[config.mk]
export PLATFORM = sky130hd
export DESIGN_NAME = div_cfg_ctrl_flat
export DESIGN_NICKNAME = d
export VERILOG_FILES = /design/src/rtl/div_cfg_if.sv /design/src/rtl/div_cfg_ctrl.sv /design/src/flat_wrapper.sv
export SDC_FILE = /design/constraint.sdc
export NUM_CORES = 1
export LEC_CHECK = 0
export ABC_CLOCK_PERIOD_IN_PS = 7400
export CAP_MARGIN = 20
export CORE_MARGIN = 2
export CORE_UTILIZATION = 63
export CTS_CLUSTER_SIZE = 24
export DETAILED_ROUTE_END_ITERATION = 10
export PLACE_DENSITY = 0.9
export SLEW_MARGIN = 5
export SYNTH_ARGS = -nofsm -noshare
export SYNTH_HDL_FRONTEND = slang
export SYNTH_SLANG_ARGS = --single-unit
[constraint.sdc]
create_clock -name clk -period 7.4 [get_ports clk]
set_input_delay 0.74 -clock clk [delete_from_list [all_inputs] [get_ports clk]]
set_output_delay 0.74 -clock clk [all_outputs]
set_load 0.01 [all_outputs]
[src/rtl/div_cfg_if.sv]
// Configuration bus between the key-driven controller and the divider datapath.
// The controller is the master; the divider acknowledges each applied word with cfg_done.
interface div_cfg_if #(
  parameter int CH_W  = 2,
  parameter int DIV_W = 16
);
  logic             cfg_valid;
  logic             cfg_ready;
  logic [CH_W-1:0]  cfg_ch;
  logic [DIV_W-1:0] cfg_div;
  logic             cfg_done;

  modport master (output cfg_valid, cfg_ch, cfg_div, input cfg_ready, cfg_done);
  modport slave  (input cfg_valid, cfg_ch, cfg_div, output cfg_ready, cfg_done);
endinterface

[src/rtl/div_cfg_ctrl.sv]
// Key-driven divider configuration controller: per-channel shadow ratios, boot load of
// defaults, and valid/ready + done delivery of committed ratios with a done timeout.
module div_cfg_ctrl #(
  parameter int CH_NUM  = 4,
  parameter int DIV_W   = 16,
  parameter int DIV_MIN = 2,
  parameter int DIV_MAX = 65535,
  parameter int DIV_DEF = 10,
  parameter int STEP    = 1,
  parameter int DONE_TO = 1024,
  localparam int CH_W   = $clog2(CH_NUM)
) (
  input  logic              clk,
  input  logic              rst,
  input  logic [3:0]        key_flag,
  div_cfg_if.master         cfg,
  output logic              busy,
  output logic [CH_W-1:0]   cur_ch,
  output logic [DIV_W-1:0]  cur_div,
  output logic [CH_NUM-1:0] dirty,
  output logic              err_timeout
);
  localparam int TO_W = (DONE_TO > 1) ? $clog2(DONE_TO) : 1;

  typedef enum logic [1:0] {BOOT = 2'd0, SEND = 2'd1, WAIT_DONE = 2'd2, IDLE = 2'd3} state_t;

  state_t              state_r, state_nxt;
  logic                cfg_valid_r, cfg_valid_nxt;
  logic [CH_W-1:0]     cfg_ch_r, cfg_ch_nxt;
  logic [DIV_W-1:0]    cfg_div_r, cfg_div_nxt;
  logic                busy_r;
  logic                boot_r, boot_nxt;
  logic [CH_W-1:0]     boot_idx_r, boot_idx_nxt;
  logic [TO_W-1:0]     timer_r, timer_nxt;
  logic [CH_W-1:0]     cur_ch_r, cur_ch_nxt;
  logic [DIV_W-1:0]    shadow_r [CH_NUM];
  logic [DIV_W-1:0]    shadow_nxt [CH_NUM];
  logic [CH_NUM-1:0]   dirty_r, dirty_nxt;
  logic                err_r, err_nxt;

  logic                accept_s, tmo_s, xfer_end_s, boot_last_s;
  logic [DIV_W:0]      sum_s;
  logic [DIV_W-1:0]    inc_s, dec_s;

  assign accept_s    = cfg_valid_r && cfg.cfg_ready;
  assign tmo_s       = (timer_r == TO_W'(DONE_TO - 1));
  assign xfer_end_s  = cfg.cfg_done || tmo_s;
  assign boot_last_s = (boot_idx_r == CH_W'(CH_NUM - 1));

  // Saturating edits computed one bit wider so the increment can never wrap.
  assign sum_s = {1'b0, cur_div} + (DIV_W+1)'(STEP);
  assign inc_s = (sum_s > (DIV_W+1)'(DIV_MAX)) ? DIV_W'(DIV_MAX) : sum_s[DIV_W-1:0];
  assign dec_s = ({1'b0, cur_div} < (DIV_W+1)'(DIV_MIN + STEP)) ? DIV_W'(DIV_MIN)
                                                                 : (cur_div - DIV_W'(STEP));

  assign cfg.cfg_valid = cfg_valid_r;
  assign cfg.cfg_ch    = cfg_ch_r;
  assign cfg.cfg_div   = cfg_div_r;
  assign busy          = busy_r;
  assign cur_ch        = cur_ch_r;
  assign cur_div       = shadow_r[cur_ch_r];
  assign dirty         = dirty_r;
  assign err_timeout   = err_r;

  // State and datapath registers; reset drops cfg_valid immediately and restarts boot.
  always_ff @(posedge clk or negedge rst) begin
    if (!rst) begin
      state_r     <= BOOT;
      cfg_valid_r <= 1'b0;
      cfg_ch_r    <= '0;
      cfg_div_r   <= '0;
      busy_r      <= 1'b1;
      boot_r      <= 1'b1;
      boot_idx_r  <= '0;
      timer_r     <= '0;
      cur_ch_r    <= '0;
      dirty_r     <= '0;
      err_r       <= 1'b0;
      for (int i = 0; i < CH_NUM; i++) shadow_r[i] <= DIV_W'(DIV_DEF);
    end else begin
      state_r     <= state_nxt;
      cfg_valid_r <= cfg_valid_nxt;
      cfg_ch_r    <= cfg_ch_nxt;
      cfg_div_r   <= cfg_div_nxt;
      busy_r      <= (state_nxt != IDLE);
      boot_r      <= boot_nxt;
      boot_idx_r  <= boot_idx_nxt;
      timer_r     <= timer_nxt;
      cur_ch_r    <= cur_ch_nxt;
      dirty_r     <= dirty_nxt;
      err_r       <= err_nxt;
      shadow_r    <= shadow_nxt;
    end
  end

  // Next-state selection; a timeout during boot advances exactly like a done.
  always_comb begin
    state_nxt = state_r;
    case (state_r)
      BOOT:      state_nxt = SEND;
      SEND:      if (accept_s) state_nxt = WAIT_DONE; else state_nxt = SEND;
      WAIT_DONE: begin
        if (xfer_end_s) begin
          if (boot_r && !boot_last_s) state_nxt = BOOT;
          else                        state_nxt = IDLE;
        end else begin
          state_nxt = WAIT_DONE;
        end
      end
      IDLE:      if (key_flag == 4'b1000 && dirty_r[cur_ch_r]) state_nxt = SEND;
                 else state_nxt = IDLE;
      default:   state_nxt = BOOT;
    endcase
  end

  // Datapath updates; keys act only in IDLE and only when exactly one bit is set.
  always_comb begin
    cfg_valid_nxt = (state_nxt == SEND);
    cfg_ch_nxt    = cfg_ch_r;
    cfg_div_nxt   = cfg_div_r;
    boot_nxt      = boot_r;
    boot_idx_nxt  = boot_idx_r;
    timer_nxt     = timer_r;
    cur_ch_nxt    = cur_ch_r;
    dirty_nxt     = dirty_r;
    err_nxt       = err_r;
    shadow_nxt    = shadow_r;
    case (state_r)
      BOOT: begin
        cfg_ch_nxt  = boot_idx_r;
        cfg_div_nxt = DIV_W'(DIV_DEF);
      end
      SEND: begin
        if (accept_s) timer_nxt = '0;
        else          timer_nxt = timer_r;
      end
      WAIT_DONE: begin
        timer_nxt = timer_r + TO_W'(1);
        if (cfg.cfg_done) begin
          dirty_nxt[cfg_ch_r] = 1'b0;
          err_nxt             = 1'b0;
        end else if (tmo_s) begin
          err_nxt = 1'b1;
        end else begin
          err_nxt = err_r;
        end
        if (xfer_end_s && boot_r) begin
          if (boot_last_s) boot_nxt = 1'b0;
          else             boot_idx_nxt = boot_idx_r + CH_W'(1);
        end else begin
          boot_nxt = boot_r;
        end
      end
      IDLE: begin
        case (key_flag)
          4'b0001: cur_ch_nxt = cur_ch_r + CH_W'(1);
          4'b0010: begin
            shadow_nxt[cur_ch_r] = inc_s;
            if (inc_s != cur_div) dirty_nxt[cur_ch_r] = 1'b1;
            else                  dirty_nxt[cur_ch_r] = dirty_r[cur_ch_r];
          end
          4'b0100: begin
            shadow_nxt[cur_ch_r] = dec_s;
            if (dec_s != cur_div) dirty_nxt[cur_ch_r] = 1'b1;
            else                  dirty_nxt[cur_ch_r] = dirty_r[cur_ch_r];
          end
          4'b1000: begin
            if (dirty_r[cur_ch_r]) begin
              cfg_ch_nxt  = cur_ch_r;
              cfg_div_nxt = cur_div;
            end else begin
              cfg_ch_nxt  = cfg_ch_r;
            end
          end
          default: cur_ch_nxt = cur_ch_r;
        endcase
      end
      default: cfg_ch_nxt = cfg_ch_r;
    endcase
  end
endmodule

[src/flat_wrapper.sv]
// flat-port wrapper written by rule: the top's interface ports become plain ports
module div_cfg_ctrl_flat 
#(
  parameter int CH_NUM  = 4,
  parameter int DIV_W   = 16,
  parameter int DIV_MIN = 2,
  parameter int DIV_MAX = 65535,
  parameter int DIV_DEF = 10,
  parameter int STEP    = 1,
  parameter int DONE_TO = 1024,
  localparam int CH_W   = $clog2(CH_NUM)
)
  (clk, rst, key_flag, busy, cur_ch, cur_div, dirty, err_timeout, cfg_cfg_valid, cfg_cfg_ch, cfg_cfg_div, cfg_cfg_ready, cfg_cfg_done);
  div_cfg_if #(.CH_W(2), .DIV_W(DIV_W)) cfg_i ();
  input  logic clk;
  input  logic rst;
  input  logic [3:0] key_flag;
  output logic busy;
  output logic [CH_W-1:0] cur_ch;
  output logic [DIV_W-1:0] cur_div;
  output logic [CH_NUM-1:0] dirty;
  output logic err_timeout;
  output wire logic [$bits(cfg_i.cfg_valid)-1:0] cfg_cfg_valid;
  output wire logic [$bits(cfg_i.cfg_ch)-1:0] cfg_cfg_ch;
  output wire logic [$bits(cfg_i.cfg_div)-1:0] cfg_cfg_div;
  input wire logic [$bits(cfg_i.cfg_ready)-1:0] cfg_cfg_ready;
  input wire logic [$bits(cfg_i.cfg_done)-1:0] cfg_cfg_done;
  assign cfg_cfg_valid = cfg_i.cfg_valid;
  assign cfg_cfg_ch = cfg_i.cfg_ch;
  assign cfg_cfg_div = cfg_i.cfg_div;
  assign cfg_i.cfg_ready = cfg_cfg_ready;
  assign cfg_i.cfg_done = cfg_cfg_done;
  div_cfg_ctrl #(.CH_NUM(CH_NUM), .DIV_W(DIV_W), .DIV_MIN(DIV_MIN), .DIV_MAX(DIV_MAX), .DIV_DEF(DIV_DEF), .STEP(STEP), .DONE_TO(DONE_TO)) u_core (.clk(clk), .rst(rst), .key_flag(key_flag), .cfg(cfg_i), .busy(busy), .cur_ch(cur_ch), .cur_div(cur_div), .dirty(dirty), .err_timeout(err_timeout));
endmodule
==> out/metrics.yaml, run 1 <==
status: "finished clean"
pin_count: 51
cts-root-buf: "clkbuf_8"
fin_tns_setup_ns: 0
syn_nets: 603
final_cell_mix: "96 x dfrtp_1, 77 x nand2_1, 49 x clkdlybuf4s50_1"
fp.dieArea_um2: 10270
rsz0062_at_grt: "no"
avgSynthCellArea_um2: 10.24
synth_top_area_share: 0.4023
reg2reg_depth: 6
syn_area_um2: 5971
ys_warn_count: 0
fin_ws_ns: 3.728
initial_core_util: 0.6493
finalSetupViolations: 0
period_share: 0.4963
holdWs_ns: 0.2570
grt_max_degree: 76
fin_util: 0.7241
route.detailed.drc: 0
met2_usage: 0.4865
grt_overflow_total: 0
crit_arrival_ns: 3.96
placed_area_um2: 6449
clockBufferDepth: 2
insertion_delay_ns: 0.39
rows: 35
layout.nets: 633
cpPeakStageDelay_ns: 0.99
worst_slew_pin_slew_ns: 0.9668
die_y_um: 101.4
wl_um: 15170
ys_top_cells_by_area: "dfrtp_1 40%, mux2_2 4.9%, nand2_1 4.8%, dfstp_2 4.4%, mux4_1 3.5%"
grt.busiest_layer: "met2"
drive_gt1_frac: 0.1505
worstSetupPathType: "reg -> reg"
grt_antenna_before_repair: 0
grt_pass1_wl_um: 24560
crit_path_top_delay_cell: "dfrtp_1"
powerDensity_nw_per_um2: 315.7
fillers: 659
drtPass1Iterations: 6
place_hpwl_um: 10660
synth.largest_area_cell: "dfrtp_1"
yosysSeqAreaShare: 0.4464
cts_sinks: 106
grt_usage: 0.3105
synth_cells: 583
clk_pin_slew_worst_paths_ns: 0.12
fp.dieW_um: 101.4
core_um2: 9196
ys_seq_elements: 106
worstSetupEndpointType: "flop"
cp-endpoint: "u_core.shadow_r[8]"
regToRegSetupSlack_ns: 3.73
hp-class: "in -> async"
htree_levels: 3
routed_via_density: 6.802
crit_family: "compound AO/OA/AOI/OAI gates"
cts_setup_buffers: 0
ys_types: 69
final_cell_area_um2: 6659
cp_max_fo: 23
p_leak_nw: 2.834
synth_ff_type: "dfrtp_1"
place.gp.congestion: 0.9572
ant_nets: 0
async_reset_ff_frac: 1.000
worst_setup_path_start_kind: "flop"
vias: 4959
wl_per_cell_um: 20.80
pre_cts_ws_ns: 3.688
numCtsBuffers: 9
synthToLayoutAreaGrowth_pct: 11.53
finalHoldViolations: 0
ctsHoldBuffers: 0
num_antenna_cells: 0
synth-edff-count: 0
period_needed_ns: 3.672
clock-skew-final_ns: 0.01993
port_buffers: 50
use_met3: 0.08075
cp_cell_sequence: "mux4_1 -> nand3_1 -> nor3_1 -> a21oi_2 -> a311o_1 -> o31ai_1"
peakVddDrop_mv: 0.1613
drt_iter0_drc: 464
reg2reg_from: "u_core.cur_ch[1]"
cts-resized-gates: 0
cp_num_cells: 6
startpoint: "u_core.cur_ch[1]"
critPathBufInv: 0
drv_cap: 0
grt_pass1_vias: 4854
relSlewSlack: 0.3555
worstReg2RegEnd: "u_core.shadow_r[8]"
grt_use_met1: 0.4175
report.final.slew_viol_count: 0
required_ns: 7.68
fmax_mhz: 272.3
cts_tree: "done"
final_common_cell: "dfrtp_1"
area by class of cell:
class                      count  area, µm²  area share
clock buffer                  10      137.6     0.02067
inverter                      22      82.58     0.01240
multi-input combinational    419       3033      0.4555
sequential                   106       2665      0.4002
timing repair buffer          55      535.5     0.08042
clock inverter                 6      66.31    0.009959
tap                          111      138.9     0.02086
metal layers:
layer,vias up,share of wire
li1,2199,-
met1,2380,0.40
met2,309,0.47
met3,71,0.094
met4,0,0.033
met5,-,0
Yosys cell counts, types with 3 or more instances:
cell      number
or4_1          3
a41oi_1        3
nand4_1        6
xnor2_1       13
a21oi_1       15
nand3_1       34
xor2_1         6
nand2b_1       3
mux4_1         8
mux2_4         4
a211oi_1       6
mux4_2         9
nor3_1        21
inv_1         22
mux2_2        26
nor2_1        43
or3_1          9
a31oi_1        5
a221oi_1       4
nor4_1         8
nand4b_1       3
nor2_2         3
dfrtp_1       96
ha_1          12
dfstp_2       10
clkbuf_1      19
nand2_1       77
buf_6          5
and2_1         4
buf_2          8
o31ai_1       23
o21ai_0       24
o211ai_1       7
how the worst min path moves through the flow:
stage / depth (start not counted) / startpoint / to
CTS: 1 / rst / u_core.timer_r[0]
detailed placement: 2 / u_core.cfg.cfg_div[6] / u_core.cfg.cfg_div[6]
global route: 1 / rst / u_core.cfg.cfg_valid
finish: 1 / rst / u_core.timer_r[0]
floorplan: 0 / rst / u_core.boot_idx_r[0]
global placement: 2 / u_core.cfg.cfg_div[4] / u_core.cfg.cfg_div[4]
through the flow:
stage | std cells | power, mW
finish | 729 | 2.103
global route | 729 | 2.220
CTS | 729 | 2.086
detailed placement | 713 | 1.719
global placement | 713 | 1.703
floorplan | 583 | 1.430
sequential cells by signal, indices dropped and copies added (netlist names):
signal	flops
u_core.shadow_r	64
u_core.cfg.cfg_div	16
u_core.timer_r	10
u_core.dirty	4
u_core.boot_idx_r	2
u_core.cfg.cfg_ch	2
u_core.cur_ch	2
u_core.state_r	2
u_core.boot_r	1
u_core.busy	1
u_core.cfg.cfg_valid	1
u_core.err_timeout	1
worst register-to-register path: stages (launching register included):
cell	delay [ns]
dfrtp_1	0.99
mux4_1	0.65
nand3_1	0.30
nor3_1	0.60
a21oi_2	0.24
a311o_1	0.45
o31ai_1	0.33
cell families (layout without fill, tap and decap cells):
| logic type | Yosys count | in the layout | share of synthesized area |
|---|---|---|---|
| muxes | 49 | 49 | 0.1316 |
| DFF | 106 | 106 | 0.4464 |
| and+or+nand+nor | 226 | 226 | 0.1865 |
| xor gates and xnor gates | 19 | 19 | 0.02787 |
| buffers and inverters | 58 | 93 | 0.04778 |
| adders and majority gates | 12 | 12 | 0.02515 |
| AOI/OAI and AO/OA | 113 | 113 | 0.1347 |
power breakdown:
| group | leakage (nW) | switching [mW] | internal, mW |
|---|---|---|---|
| logic | 1.32 | 0.618 | 0.378 |
| registers | 1.41 | 0.0729 | 0.663 |
| clock network | 0.101 | 0.227 | 0.142 |
| total | 2.83 | 0.919 | 1.18 |
Power figures use the tool's default switching activity.
==> run 2: changes to the inputs <==
- ABC_CLOCK_PERIOD_IN_PS: 7400 -> 3500
- CORE_UTILIZATION: 63 -> 58
- PLACE_DENSITY: 0.9 -> 0.84
- clock period: 7.4 -> 3.5 ns (I/O delays scaled with it)
==> out/metrics.yaml, run 2 (synthesized netlist as in run 1, its figures left out) <==
critPathBufInv: 1
wl_um: 16320
synthToLayoutAreaGrowth_pct: 16.03
num_antenna_cells: 0
reg2reg_from: "u_core.cur_ch[0]"
powerDensity_nw_per_um2: 665.8
hp-class: "in -> async"
clk_pin_slew_worst_paths_ns: 0.10
cp_max_fo: 23
grt_antenna_before_repair: 0
clockBufferDepth: 2
cts_setup_buffers: 0
rows: 37
peakVddDrop_mv: 0.3881
pin_count: 51
routed_via_density: 6.418
final_cell_area_um2: 6928
regMostFlops: "u_core.shadow_r"
grt_max_degree: 95
largest_reg_flops: 64
placed_area_um2: 6710
grt_pass1_vias: 5136
violations: "negative hold slack"
fp.dieArea_um2: 11120
place.gp.congestion: 1.001
holdWs_ns: -0.02378
drive_gt1_frac: 0.1836
grt_overflow_total: 0
route.detailed.drc: 0
worstSetupEndpointType: "flop"
ctsHoldBuffers: 0
required_ns: 3.73
htree_levels: 3
cpPeakStageDelay_ns: 0.74
fillers: 793
relSlewSlack: 0.4939
cts-resized-gates: 0
port_buffers: 50
p_leak_nw: 2.995
grt_pass1_wl_um: 26590
grt_usage: 0.3067
worstSetupPathType: "reg -> reg"
worst_slew_pin_slew_ns: 0.7591
layout.nets: 663
ant_nets: 0
vias: 5032
fp.dieW_um: 105.5
place_hpwl_um: 11460
core_um2: 10140
drtPass1Iterations: 5
startpoint: "u_core.cur_ch[0]"
die_y_um: 105.5
finalSetupViolations: 0
clock-skew-final_ns: 0.01649
crit_path_top_delay_cell: "mux4_1"
cts_tree: "done"
cts-root-buf: "clkbuf_8"
fmax_mhz: 309.2
insertion_delay_ns: 0.38
finalHoldViolations: 19
cts_sinks: 106
cp_cell_sequence: "buf_12 -> mux4_1 -> or3_1 -> nor3_1 -> a31oi_1 -> a311oi_2 -> a221oi_1"
fin_tns_setup_ns: 0
drv_cap: 0
crit_family: "simple AND/OR/NAND/NOR gates"
final_cell_mix: "96 x dfrtp_1, 77 x nand2_1, 49 x clkdlybuf4s50_1"
period_share: 0.9240
final_common_cell: "dfrtp_1"
crit_arrival_ns: 3.46
rsz0062_at_grt: "no"
report.final.slew_viol_count: 0
period_needed_ns: 3.234
worst_setup_path_start_kind: "flop"
drt_iter0_drc: 494
wl_per_cell_um: 20.82
numCtsBuffers: 9
status: "complete, but fails checks"
initial_core_util: 0.5889
run 2: changes by cell type in the layout (fill, tap and decap cells not counted), sizes merged:
cell      before  now
clkinvlp       1    0
bufinv         0    1
clkbuf        10   14
inv           25   22
clkinv         2    1
buf            6   36
run 2: final timing paths:
path	endpoint	slack, ns	depth (start not counted)
max in group asynchronous	u_core.shadow_r[17]	2.78	2
max	u_core.shadow_r[47]	0.27	7
min reg2reg	u_core.cfg.cfg_div[8]	0.47	2
min	u_core.timer_r[8]	-0.02	1
min in group clk	u_core.cfg.cfg_div[8]	0.47	2
max reg2reg	u_core.shadow_r[47]	0.27	7
run 2: area by class of cell:
class | instances | area (µm²) | share of cell area
Inverter | 22 | 82.58 | 0.01192
Clock inverter | 2 | 35.03 | 0.005057
Tap cell | 136 | 170.2 | 0.02456
Timing Repair Buffer | 85 | 785.8 | 0.1134
Clock buffer | 14 | 162.7 | 0.02348
Sequential cell | 106 | 2665 | 0.3847
Multi-Input combinational cell | 419 | 3027 | 0.4369
run 2: where the power goes:
part	total [mW]	internal, mW	switching, mW	leakage, nW
logic	2.32	0.927	1.39	1.48
clock network	0.773	0.370	0.402	0.101
registers	1.52	1.40	0.116	1.41
run 2: layer usage:
metal	up-vias	track usage	wire (µm)
met1	2506	0.4131	6867
li1	2254	-	-
met4	0	0.1457	532
met5	-	0	0
met2	228	0.4834	7822
met3	44	0.05442	1099
run 2: metrics by stage:
step           std cells  total power [mW]  worst slack (ns)  utilization
2_1_floorplan        583             3.024            0.5603            -
3_3_place_gp         767             3.765            0.4621       0.6619
3_5_place_dp         767             3.808            0.3338       0.6619
4_1_cts              783             4.575            0.3040       0.6814
5_1_grt              784             4.887            0.1456       0.6833
6_report             784             4.613            0.2661       0.6833
==> run 3: changes to the inputs <==
- GPL_ROUTABILITY_DRIVEN: unset -> 0
- SLEW_MARGIN: 5 -> 20
==> out/metrics.yaml, run 3 (synthesized netlist as in run 1, its figures left out) <==
insertion_delay_ns: 0.38
port_buffers: 50
ant_nets: 0
grt_antenna_before_repair: 0
numCtsBuffers: 9
largest_reg_flops: 64
use_met3: 0.05751
status: "finished clean"
met2_usage: 0.4498
worstSetupEndpointType: "flop"
required_ns: 3.77
pre_cts_ws_ns: 0.1635
clockBufferDepth: 2
clk_pin_slew_worst_paths_ns: 0.10
crit_arrival_ns: 3.44
cts_tree: "done"
worst_slew_pin_slew_ns: 0.7813
rsz0062_at_grt: "no"
reg2reg_depth: 6
finalSetupViolations: 0
clock-skew-final_ns: 0.01664
grt_usage: 0.2881
drv_cap: 0
fmax_mhz: 315.8
cts-resized-gates: 0
relSlewSlack: 0.4791
report.final.slew_viol_count: 0
worstReg2RegEnd: "u_core.shadow_r[17]"
routed_via_density: 6.574
p_leak_nw: 2.931
period_share: 0.9047
worst_setup_path_start_kind: "flop"
layout.nets: 653
vias: 5088
htree_levels: 3
rows: 37
fp.dieArea_um2: 11120
ctsHoldBuffers: 0
grt_use_met1: 0.3875
grt.busiest_layer: "met2"
period_needed_ns: 3.166
regMostFlops: "u_core.shadow_r"
pin_count: 51
num_antenna_cells: 0
drive_gt1_frac: 0.1740
final_cell_mix: "95 x dfrtp_1, 77 x nand2_1, 49 x clkdlybuf4s50_1"
place_hpwl_um: 10900
core_um2: 10140
wl_per_cell_um: 20.08
powerDensity_nw_per_um2: 658.5
grt_overflow_total: 0
route.detailed.drc: 0
fin_ws_ns: 0.3336
cp_max_fo: 18
worstSetupPathType: "reg -> reg"
grt_pass1_wl_um: 25250
peakVddDrop_mv: 0.3923
grt_max_degree: 88
cts-root-buf: "clkbuf_8"
grt_pass1_vias: 4937
cts_sinks: 106
drtPass1Iterations: 7
cts_setup_buffers: 0
initial_core_util: 0.5889
die_y_um: 105.5
reg2reg_from: "u_core.cur_ch[1]"
fp.dieW_um: 105.5
fin_tns_setup_ns: 0
hp-class: "in -> async"
drt_iter0_drc: 583
finalHoldViolations: 0
final_common_cell: "dfrtp_1"
regToRegSetupSlack_ns: 0.33
wl_um: 15540
synthToLayoutAreaGrowth_pct: 14.46
## run 3: final cells by class
cell class,instances,area [µm²]
sequential,106,2666
tap,136,170.2
multi-input combinational,419,3027
clock buffer,11,131.4
timing repair buffer,75,701.9
fill,749,3304
inverter,22,82.58
clock inverter,5,55.05
## run 3: stage by stage
step	instance area [µm²]	power, mW	hold WS (ns)	cells	util
after global routing	6834	4.734	0.07146	774	0.6741
after floorplan	5971	3.024	0.05441	583	-
after CTS	6829	4.458	0.1980	774	0.6736
final	6834	4.500	0.02366	774	0.6741
after global placement	6643	3.667	0.4484	758	0.6552
after detailed placement	6643	3.716	0.4584	758	0.6552
## run 3: worst max-delay path by stage
| stage | start | endpoint | slack [ns] | depth (start not counted) |
|---|---|---|---|---|
| floorplan | u_core.cur_ch[0] | u_core.shadow_r[56] | 0.56 | 11 |
| detailed placement | u_core.cur_ch[1] | u_core.shadow_r[17] | 0.16 | 6 |
| global placement | u_core.cur_ch[1] | u_core.shadow_r[59] | 0.37 | 6 |
| CTS | u_core.cur_ch[1] | u_core.shadow_r[17] | 0.15 | 6 |
| global route | u_core.cur_ch[1] | u_core.shadow_r[17] | 0.18 | 6 |
| finish | u_core.cur_ch[1] | u_core.shadow_r[17] | 0.33 | 6 |
## run 3: routing by layer
layer | wire [µm] | part of all wire | vias up
li1 | - | - | 2231
met5 | 0 | 0 | -
met4 | 575 | 0.037 | 0
met2 | 7375 | 0.47 | 328
met1 | 6161 | 0.40 | 2460
met3 | 1427 | 0.092 | 69
## run 3: worst max-delay path: stages, from the launching register on
cell and delay, ns:
dfrtp_2 0.68, mux4_1 0.61, nand3_1 0.26, or3_1 0.50
o21ai_2 0.41, o21ai_0 0.31, o21ai_0 0.29
## run 3: power breakdown
| part | leakage [nW] | internal (mW) | total [mW] | switching, mW |
|---|---|---|---|---|
| clock network | 0.0893 | 0.329 | 0.742 | 0.413 |
| logic | 1.43 | 0.878 | 2.21 | 1.33 |
| registers | 1.41 | 1.40 | 1.55 | 0.149 |
